File: src/rtl/ps2_keyboard_emulator_if.sv
// rtl/ps2_keyboard_emulator_if.sv - key event inputs and PS/2 bus lines of the keyboard emulator
interface ps2_keyboard_emulator_if;
  logic       key_action;
  logic [7:0] scan_code;
  logic       key_release;
  logic       key_extended;
  logic       host_inhibit;
  logic       ps2_clk;
  logic       ps2_dat;

  modport master (
    output key_action, scan_code, key_release, key_extended, host_inhibit,
    input  ps2_clk, ps2_dat
  );

  modport slave (
    input  key_action, scan_code, key_release, key_extended, host_inhibit,
    output ps2_clk, ps2_dat
  );
endinterface

File: src/rtl/ps2_keyboard_emulator.sv
// rtl/ps2_keyboard_emulator.sv - PS/2 device-side keyboard emulator with byte FIFO and frame serialiser
module ps2_keyboard_emulator #(
  parameter int CLK_DIV    = 4,
  parameter int FIFO_DEPTH = 8,
  parameter int GAP_CYCLES = 8
) (
  input  logic                          CLOCK_50,
  input  logic                          reset,
  ps2_keyboard_emulator_if.slave        kbd,
  output logic                          busy,
  output logic [$clog2(FIFO_DEPTH):0]   fifo_count,
  output logic                          overflow,
  output logic [15:0]                   frames_sent
);
  localparam int AW   = $clog2(FIFO_DEPTH);
  localparam int CW   = AW + 1;
  localparam int TMAX = (CLK_DIV > GAP_CYCLES) ? CLK_DIV : GAP_CYCLES;
  localparam int TW   = $clog2(TMAX + 1);
  localparam logic [TW-1:0] DIV_LAST = TW'(CLK_DIV - 1);
  localparam logic [TW-1:0] GAP_LAST = TW'(GAP_CYCLES - 1);
  localparam logic [3:0]    STOP_IDX = 4'd10;

  typedef enum logic [2:0] {IDLE, SETUP, CLK_LOW, GAP, INHIBIT} state_t;

  state_t          state_q, state_d;
  logic [TW-1:0]   timer_q, timer_d;
  logic [3:0]      idx_q, idx_d;
  logic            clk_q, clk_d;
  logic            dat_q, dat_d;
  logic [AW-1:0]   wr_ptr_q, wr_ptr_d;
  logic [AW-1:0]   rd_ptr_q, rd_ptr_d;
  logic [CW-1:0]   count_q, count_d;
  logic            overflow_q, overflow_d;
  logic [15:0]     frames_q, frames_d;
  logic [7:0]      mem_q [FIFO_DEPTH];
  logic [7:0]      mem_d [FIFO_DEPTH];

  logic            pop;
  logic            accept;
  logic            can_start;
  logic            abort;
  logic [CW-1:0]   needed;
  logic [CW-1:0]   free;
  logic [7:0]      seq [3];
  logic [7:0]      head;

  // Bit i of the 11-bit frame: start, eight data bits LSB first, odd parity, stop.
  function automatic logic frame_bit(input logic [7:0] b, input logic [3:0] i);
    logic r;
    if (i == 4'd0)      r = 1'b0;
    else if (i <= 4'd8) r = b[3'(i - 4'd1)];
    else if (i == 4'd9) r = ~^b;
    else                r = 1'b1;
    return r;
  endfunction

  assign head = mem_q[rd_ptr_q];

  // Expand a key event into its byte sequence and write it atomically, or drop it whole.
  always_comb begin
    needed = CW'(1) + CW'(kbd.key_extended) + CW'(kbd.key_release);
    free   = CW'(FIFO_DEPTH) - count_q;
    accept = kbd.key_action && (free >= needed);
    seq[0] = kbd.scan_code;
    seq[1] = kbd.scan_code;
    seq[2] = kbd.scan_code;
    case ({kbd.key_extended, kbd.key_release})
      2'b01:   seq[0] = 8'hF0;
      2'b10:   seq[0] = 8'hE0;
      2'b11:   begin seq[0] = 8'hE0; seq[1] = 8'hF0; end
      default: seq[0] = kbd.scan_code;
    endcase
    mem_d = mem_q;
    if (accept) begin
      for (int k = 0; k < 3; k++) begin
        if (CW'(k) < needed) mem_d[wr_ptr_q + AW'(k)] = seq[k];
      end
    end
    wr_ptr_d   = accept ? wr_ptr_q + AW'(needed) : wr_ptr_q;
    rd_ptr_d   = rd_ptr_q + AW'(pop);
    count_d    = count_q + (accept ? needed : '0) - CW'(pop);
    overflow_d = overflow_q | (kbd.key_action & ~accept);
  end

  // Frame serialiser: next state, line levels, bit index and pop/frame counting.
  always_comb begin
    state_d   = state_q;
    timer_d   = timer_q;
    idx_d     = idx_q;
    clk_d     = clk_q;
    dat_d     = dat_q;
    frames_d  = frames_q;
    pop       = 1'b0;
    can_start = (count_q != '0) && !kbd.host_inhibit;
    abort     = kbd.host_inhibit && (idx_q != STOP_IDX);
    case (state_q)
      IDLE: begin
        clk_d = 1'b1;
        dat_d = 1'b1;
        if (can_start) begin
          state_d = SETUP; idx_d = '0; timer_d = '0; dat_d = 1'b0;
        end
      end
      SETUP: begin
        if (abort) begin
          state_d = INHIBIT; clk_d = 1'b1; dat_d = 1'b1; timer_d = '0; idx_d = '0;
        end else if (timer_q == DIV_LAST) begin
          state_d = CLK_LOW; clk_d = 1'b0; timer_d = '0;
        end else begin
          timer_d = timer_q + TW'(1);
        end
      end
      CLK_LOW: begin
        if (abort) begin
          state_d = INHIBIT; clk_d = 1'b1; dat_d = 1'b1; timer_d = '0; idx_d = '0;
        end else if (timer_q == DIV_LAST) begin
          clk_d   = 1'b1;
          timer_d = '0;
          if (idx_q != STOP_IDX) begin
            idx_d   = idx_q + 4'd1;
            dat_d   = frame_bit(head, idx_q + 4'd1);
            state_d = SETUP;
          end else begin
            pop      = 1'b1;
            frames_d = frames_q + 16'd1;
            dat_d    = 1'b1;
            state_d  = GAP;
          end
        end else begin
          timer_d = timer_q + TW'(1);
        end
      end
      // The idle-exit check is folded into the gap end so the lines stay idle for exactly GAP_CYCLES.
      GAP: begin
        if (timer_q == GAP_LAST) begin
          timer_d = '0;
          if (can_start) begin
            state_d = SETUP; idx_d = '0; dat_d = 1'b0;
          end else begin
            state_d = IDLE;
          end
        end else begin
          timer_d = timer_q + TW'(1);
        end
      end
      INHIBIT: begin
        if (kbd.host_inhibit) begin
          timer_d = '0;
        end else if (timer_q == GAP_LAST) begin
          timer_d = '0;
          if (can_start) begin
            state_d = SETUP; idx_d = '0; dat_d = 1'b0;
          end else begin
            state_d = IDLE;
          end
        end else begin
          timer_d = timer_q + TW'(1);
        end
      end
      default: begin
        state_d = IDLE; clk_d = 1'b1; dat_d = 1'b1;
      end
    endcase
  end

  // Control and status registers; reset aborts any frame and discards queued bytes.
  always_ff @(posedge CLOCK_50) begin
    if (reset) begin
      state_q    <= IDLE;
      timer_q    <= '0;
      idx_q      <= '0;
      clk_q      <= 1'b1;
      dat_q      <= 1'b1;
      wr_ptr_q   <= '0;
      rd_ptr_q   <= '0;
      count_q    <= '0;
      overflow_q <= 1'b0;
      frames_q   <= '0;
    end else begin
      state_q    <= state_d;
      timer_q    <= timer_d;
      idx_q      <= idx_d;
      clk_q      <= clk_d;
      dat_q      <= dat_d;
      wr_ptr_q   <= wr_ptr_d;
      rd_ptr_q   <= rd_ptr_d;
      count_q    <= count_d;
      overflow_q <= overflow_d;
      frames_q   <= frames_d;
    end
  end

  // Byte storage needs no reset; pointers define which entries are valid.
  always_ff @(posedge CLOCK_50) begin
    mem_q <= mem_d;
  end

  assign kbd.ps2_clk  = clk_q;
  assign kbd.ps2_dat  = dat_q;
  assign busy         = (state_q != IDLE) && (state_q != INHIBIT);
  assign fifo_count   = count_q;
  assign overflow     = overflow_q;
  assign frames_sent  = frames_q;
endmodule

File: src/flat_wrapper.sv
// flat-port wrapper written by rule: the top's interface ports become plain ports
module ps2_keyboard_emulator_flat 
#(
  parameter int CLK_DIV    = 4,
  parameter int FIFO_DEPTH = 8,
  parameter int GAP_CYCLES = 8
)
  (CLOCK_50, reset, busy, fifo_count, overflow, frames_sent, kbd_key_action, kbd_scan_code, kbd_key_release, kbd_key_extended, kbd_host_inhibit, kbd_ps2_clk, kbd_ps2_dat);
  ps2_keyboard_emulator_if kbd_i ();
  input  logic CLOCK_50;
  input  logic reset;
  output logic busy;
  output logic [$clog2(FIFO_DEPTH):0] fifo_count;
  output logic overflow;
  output logic [15:0] frames_sent;
  input wire logic [$bits(kbd_i.key_action)-1:0] kbd_key_action;
  input wire logic [$bits(kbd_i.scan_code)-1:0] kbd_scan_code;
  input wire logic [$bits(kbd_i.key_release)-1:0] kbd_key_release;
  input wire logic [$bits(kbd_i.key_extended)-1:0] kbd_key_extended;
  input wire logic [$bits(kbd_i.host_inhibit)-1:0] kbd_host_inhibit;
  output wire logic [$bits(kbd_i.ps2_clk)-1:0] kbd_ps2_clk;
  output wire logic [$bits(kbd_i.ps2_dat)-1:0] kbd_ps2_dat;
  assign kbd_i.key_action = kbd_key_action;
  assign kbd_i.scan_code = kbd_scan_code;
  assign kbd_i.key_release = kbd_key_release;
  assign kbd_i.key_extended = kbd_key_extended;
  assign kbd_i.host_inhibit = kbd_host_inhibit;
  assign kbd_ps2_clk = kbd_i.ps2_clk;
  assign kbd_ps2_dat = kbd_i.ps2_dat;
  ps2_keyboard_emulator #(.CLK_DIV(CLK_DIV), .FIFO_DEPTH(FIFO_DEPTH), .GAP_CYCLES(GAP_CYCLES)) u_core (.CLOCK_50(CLOCK_50), .reset(reset), .kbd(kbd_i), .busy(busy), .fifo_count(fifo_count), .overflow(overflow), .frames_sent(frames_sent));
endmodule
File: config.mk
export PLATFORM = sky130hd
export DESIGN_NAME = ps2_keyboard_emulator_flat
export DESIGN_NICKNAME = d
export VERILOG_FILES = /design/src/rtl/ps2_keyboard_emulator_if.sv /design/src/rtl/ps2_keyboard_emulator.sv /design/src/flat_wrapper.sv
export SDC_FILE = /design/constraint.sdc
export NUM_CORES = 1
export LEC_CHECK = 0
export BUFFER_PORTS_ARGS = -buffer_cell sky130_fd_sc_hd__buf_4
export CELL_PAD_IN_SITES_DETAIL_PLACEMENT = 1
export CELL_PAD_IN_SITES_GLOBAL_PLACEMENT = 1
export CORE_MARGIN = 5
export CORE_UTILIZATION = 40
export DETAILED_ROUTE_END_ITERATION = 6
export PLACE_DENSITY_LB_ADDON = 0.1
export SETUP_SLACK_MARGIN = 0.1
export SYNTH_ARGS = -nofsm -noshare
export SYNTH_HDL_FRONTEND = slang
export SYNTH_SLANG_ARGS = --single-unit
export TNS_END_PERCENT = 10
File: constraint.sdc
create_clock -name CLOCK_50 -period 3.7 [get_ports CLOCK_50]
set_input_delay 0.74 -clock CLOCK_50 [delete_from_list [all_inputs] [get_ports CLOCK_50]]
set_output_delay 0.74 -clock CLOCK_50 [all_outputs]
set_load 0.05 [all_outputs]
---- Word level (Yosys, flattened, before mapping) ----
Cells that the tools add are included.
storage, ports and cells
  register bits ........................... 104
  bits of input ports ..................... 14
  word-level logic and storage cells ...... 163
operators by class
  add/subtract/negate cells ............... 13
  order comparisons ....................... 13
  equality and inequality tests ........... 18
  multiplexer cells ....................... 67
  bitwise logic cells ..................... 10
  reduce and logical (&&, ||, !) cells .... 24
operators with widths
  cell                   count
  $mux 64                5
  $bwmux 64              3
  $demux 8 s3            3
  $mux 4                 13
  $mux 8                 6
  $bmux 8 s3             1
  $mux 1                 21
  $mux 3                 7
  $pmux 4 s5             1
  $add 16x1->16 const B  1
  $ge 4x4->1 const B     4
  $not 3->4              4
  $pmux 4 s4             1
  $pmux 8 s2             1
  $pmux 3 s5             1
  $lt 4x1->1 const B     3
  $ne 3x1->1 const B     3
  $add 4x1->4 const B    2
  $lt 1x4->1 const A     2
  $reduce_and 4->1       2
  $reduce_bool 4->1      2
  $reduce_xnor 8->1      1
  $logic_and 1x1->1      7
  $eq 3x2->1 const B     2
  41 further kinds       49

---- Depth between registers and ports, before layout ----
  word-level depth ........................ 13
  depth in mapped cells ................... 16
  depth with buffers taken out ............ 16

---- Least setup slack after synthesis ----
No wires, ideal clock.
  kind .................................... in2reg
  start point ............................. input kbd_key_extended
  end point ............................... register u_core.mem_q[0] in the netlist's numbering (enable)
  setup time .............................. 0.420 ns
  arrival time ............................ 3.190 ns
  required time ........................... 3.280 ns
  path slack .............................. 0.090 ns
  stages .................................. 9
  path buffers ............................ 0
  path through ............................ inv_1 -> ha_1 -> inv_1 -> ha_1 -> nand2b_1 -> a21o_1 -> a211oi_1 -> nand2b_1 -> inv_1
between the ends
  longest elaborated chain between the ends .. 4
RTL lines
  element               line                          text
  start, declared       flat_wrapper.sv:19            input wire logic [$bits(kbd_i.key_extended)-1:0] kbd_key_extended;
  $add 1x1->2           ps2_keyboard_emulator.sv:61   needed = CW'(1) + CW'(kbd.key_extended) + CW'(kbd.key_release);
  $add 4x1->4           ps2_keyboard_emulator.sv:61
  $ge 4x4->1            ps2_keyboard_emulator.sv:63   accept = kbd.key_action && (free >= needed);
  $logic_and 1x1->1     ps2_keyboard_emulator.sv:63
  end signal, assigned  ps2_keyboard_emulator.sv:195  mem_q <= mem_d;
  end, declared         ps2_keyboard_emulator.sv:35   logic [7:0] mem_q [FIFO_DEPTH];
Every way passes these cells.
A chain may end at the register's enable or synchronous reset.

---- Worst setup path after layout ----
  start point ............................. input kbd_key_extended
  end point ............................... register u_core.count_q[3], in the netlist u_core.fifo_count[3]
between the ends
  longest elaborated chain between the ends .. 7
RTL lines
  element               line                          text
  $add 1x1->2 *         ps2_keyboard_emulator.sv:61
  $add 4x1->4 *         ps2_keyboard_emulator.sv:61
  $ge 4x4->1            ps2_keyboard_emulator.sv:63
  $logic_and 1x1->1     ps2_keyboard_emulator.sv:63
  $mux 4 *              ps2_keyboard_emulator.sv:81   count_d = count_q + (accept ? needed : '0) - CW'(pop);
  $add 4x4->4 *         ps2_keyboard_emulator.sv:81
  $sub 4x1->4 *         ps2_keyboard_emulator.sv:81
  end signal, assigned  ps2_keyboard_emulator.sv:187  count_q <= count_d;
  end, declared         ps2_keyboard_emulator.sv:32   logic [CW-1:0] count_q, count_d;
Mark *: on every way between the ends. The rest lies on a longest branch, timed or not.

==> flow_summary.ini <==
[cells_and_area]
final_nets = 687
fin_cells = 868
nFillCells = 1752
diodes = 0
drive_above_1_share = 0.129
areaGrowthSynthToFinish_pct = 12.1

[global_route]
grt_max_degree = 68
grt_antenna_before_repair = 0
grt_usage = 0.188
grt_pass1_vias = 5135
grt_first_pass_wirelength_mm = 27.6
overflow = 0

[worst_setup_path]
r2r_cells = 14
endpoint_kind = flip-flop
crit_slowest_cell = ha_1
start_kind = input pin
worst-path-buf-inv = 4
worstPathMaxFanout = 4
r2r_slack_ns = 0.72
endpoint = u_core.fifo_count[3]
crit_required_ns = 3.94
rr_startpoint = u_core.fifo_count[0]
worstSetupStartpoint = kbd_key_extended
critPathMostFrequentCell = ha_1
rr_endpoint = u_core.fifo_count[3]
worstPathArrival_ns = 3.51
path_class = input pin to flip-flop
max_stage_delay_ns = 0.30
crit_family = adder cells
cp_num_cells = 17
crit_chain = buf_4 -> inv_1 -> ha_1 -> inv_1 -> ha_1 -> nand2b_1 -> a21o_1 -> a211oi_1 -> nand2b_2 -> or2_2 -> ha_1 -> inv_1 -> ha_1 -> a21o_1 -> a21oi_1 -> xnor2_1 -> nor2_1

[synth]
post_synth.cell_area_avg_um2 = 10.3
synth_edf_count = 64
syn-num-nets = 664
synth_top_family_by_area = compound AO/OA/AOI/OAI gates
async_flop_share = 0
yosysSeqAreaShare = 0.422
synth-simple-area-share = 0.150
ys_warn_count = 0
synth-seq-cells = 104
synthMuxAreaShare = 0.106
syn_inst = 624
synthesis.area_um2 = 6450
synth_flop_cell = edfxtp_1
synth_xor_area_frac = 0.0380
ys_types = 66
synthAdderAreaFrac = 0.0543
synth-compound-area-share = 0.191

[placed_design]
dp_hpwl_mm = 12.3
dp.cells = 852
place.gp.congestion = 0.869
portBuffers = 37

[clock_network]
clock_latency_ns = 0.37
cts_max_level = 3
clock_path_buffers = 2
post_cts_buffers = 0
post_cts_resized = 0
numCtsBuffers = 9
clk_root_buffer_cell = clkbuf_16
clock_sinks = 104
hold_buffers = 0
path_clk_slew_ns = 0.07
cts_tree = built

[flow_run]
cap_violations = 0

[timing]
period_share = 0.884
period_minus_slack_ns = 3.27
relSlewSlack = 0.439
worst_pin_slew_ns = 0.840
rsz0062_at_grt = false
finalHoldViolCount = 0
fin_skew_ns = 0.0132
setup_viol = 0
tns_ns = 0
hold_ws_ns = 0.486
report.final.slew_viol_count = 0
max_freq_mhz = 306

[drt]
drc_errors = 0
drt-vias-per-instance = 5.72
wl_mm = 16.9
drtIter0Drc = 312
num_vias = 4968
dr.pass1.iters = 4
ant_nets = 0
drt-wirelength-per-cell_um = 19.4

[floorplan]
rows = 46
die_area_um2 = 18800
die_y_um = 137
dieWidth_um = 137
core_area_um2 = 15800
initial_core_util = 0.407
io_pins = 38

[hold_path]
hold_path_depth = 2
hp-class = flip-flop to flip-flop

[power]
ir_worst_vdd_mv = 0.389
power_density_nw_per_um2 = 856
power.leakage_nw = 2.62

[status]
status = complete, no violations
-- per-layer routing --
metal	track usage	wire length, µm	vias up
met5	0	0	-
met2	0.323	8500	72
met1	0.245	7630	2486
met4	0.0532	250	0
li1	-	-	2394
met3	0.0298	476	16
-- metrics by stage --
stage / power [mW] / setup WS [ns] / instance area, µm² / util
global route: 6.62 / 0.221 / 7230 / 0.457
finish: 6.19 / 0.431 / 7230 / 0.457
CTS: 6.27 / 0.417 / 7230 / 0.457
floorplan: 4.33 / 0.168 / 6450 / -
detailed placement: 5.23 / 0.0401 / 6930 / 0.438
global placement: 5.12 / 0.147 / 6930 / 0.438
-- worst min path at each step --
stage / from / endpoint / slack (ns)
after floorplan: u_core.timer_q[0] / u_core.timer_q[0] / 0.47
after global placement: u_core.overflow / u_core.overflow / 0.47
after detailed placement: u_core.overflow / u_core.overflow / 0.47
after CTS: u_core.overflow / u_core.overflow / 0.49
after global routing: u_core.overflow / u_core.overflow / 0.51
final: u_core.overflow / u_core.overflow / 0.49
-- placed cells by master (no fill, tap or decap), types with 19 or more instances in the layout --
cell type  netlist  routed
edfxtp_1        64      64
nor2_1          59      59
nand2_1         51      51
buf_4            1      46
dfxtp_1         40      40
o21ai_0         32      32
a22o_1          32      32
a21oi_1         31      31
o22a_1          25      25
ha_1            24      24
inv_1           20      19
xnor2_1         19      19
-- power breakdown --
group	total [mW]	internal, mW	switching, mW	leakage [nW]
logic	2.90	1.26	1.63	1.54
clock network	1.01	0.537	0.473	0.150
registers	2.28	1.96	0.314	0.935
-- flip-flops by register name, indices dropped and copies added (netlist names) --
signal / cells
u_core.timer_q: 4
u_core.fifo_count: 4
u_core.frames_sent: 16
u_core.mem_q: 64
u_core.wr_ptr_q: 3
u_core.kbd.ps2_clk: 1
u_core.state_q: 3
u_core.kbd.ps2_dat: 1
u_core.overflow: 1
u_core.rd_ptr_q: 3
u_core.idx_q: 4
-- cell usage after synthesis (3+ instances only) --
library cell	n	area share
buf_1	7	0.0041
o211ai_1	3	0.0035
a21o_1	8	0.0093
nand3b_1	3	0.0035
mux2_2	3	0.0052
edfxtp_1	64	0.30
mux4_1	14	0.057
nor2_1	59	0.034
a31oi_1	4	0.0039
nand4_1	5	0.0049
inv_1	20	0.012
and3_1	4	0.0039
mux2i_1	17	0.026
o22a_1	25	0.034
a211oi_1	4	0.0047
and2_1	9	0.0087
o21ai_0	32	0.025
nor2b_1	12	0.012
a21oi_1	31	0.024
a22o_1	32	0.043
xnor2_1	19	0.026
a22oi_1	3	0.0035
xor2_1	9	0.012
a21boi_0	7	0.0082
clkbuf_1	23	0.013
nand3_1	9	0.0070
or3_1	8	0.0078
nor3_1	14	0.011
nand2_1	51	0.030
o21a_1	5	0.0058
mux4_2	5	0.017
nand2b_1	8	0.0078
or2_2	4	0.0039
ha_1	24	0.047
dfxtp_1	40	0.12
-- area by class of cell --
| cell class | count | area (µm²) | area share |
|---|---|---|---|
| clock buffer | 10 | 229 | 0.0317 |
| clock inverter | 6 | 72.6 | 0.0100 |
| inverter | 22 | 86.3 | 0.0119 |
| multi-input combinational | 463 | 3480 | 0.482 |
| sequential | 104 | 2720 | 0.377 |
| tap | 216 | 270 | 0.0374 |
| timing repair buffer | 47 | 365 | 0.0505 |
-- worst register-to-register path: cells and delay by family, from the launching register on --
family,cells,cell delay [ns]
adders and majority gates,4,1.03
AOI/OAI and AO/OA,4,0.79
DFF,1,0.37
and+or+nand+nor,3,0.35
buffers and inverters,2,0.20
xor gates and xnor gates,1,0.13
-- logic make-up after synthesis --
logic type	after synthesis
buffers and inverters	57
XOR/XNOR	28
AO/OA/AOI/OAI	173
flip-flops	104
multiplexers	39
adder cells (fa/ha/maj)	27
AND/OR/NAND/NOR	196
Power figures use the tool's default switching activity.
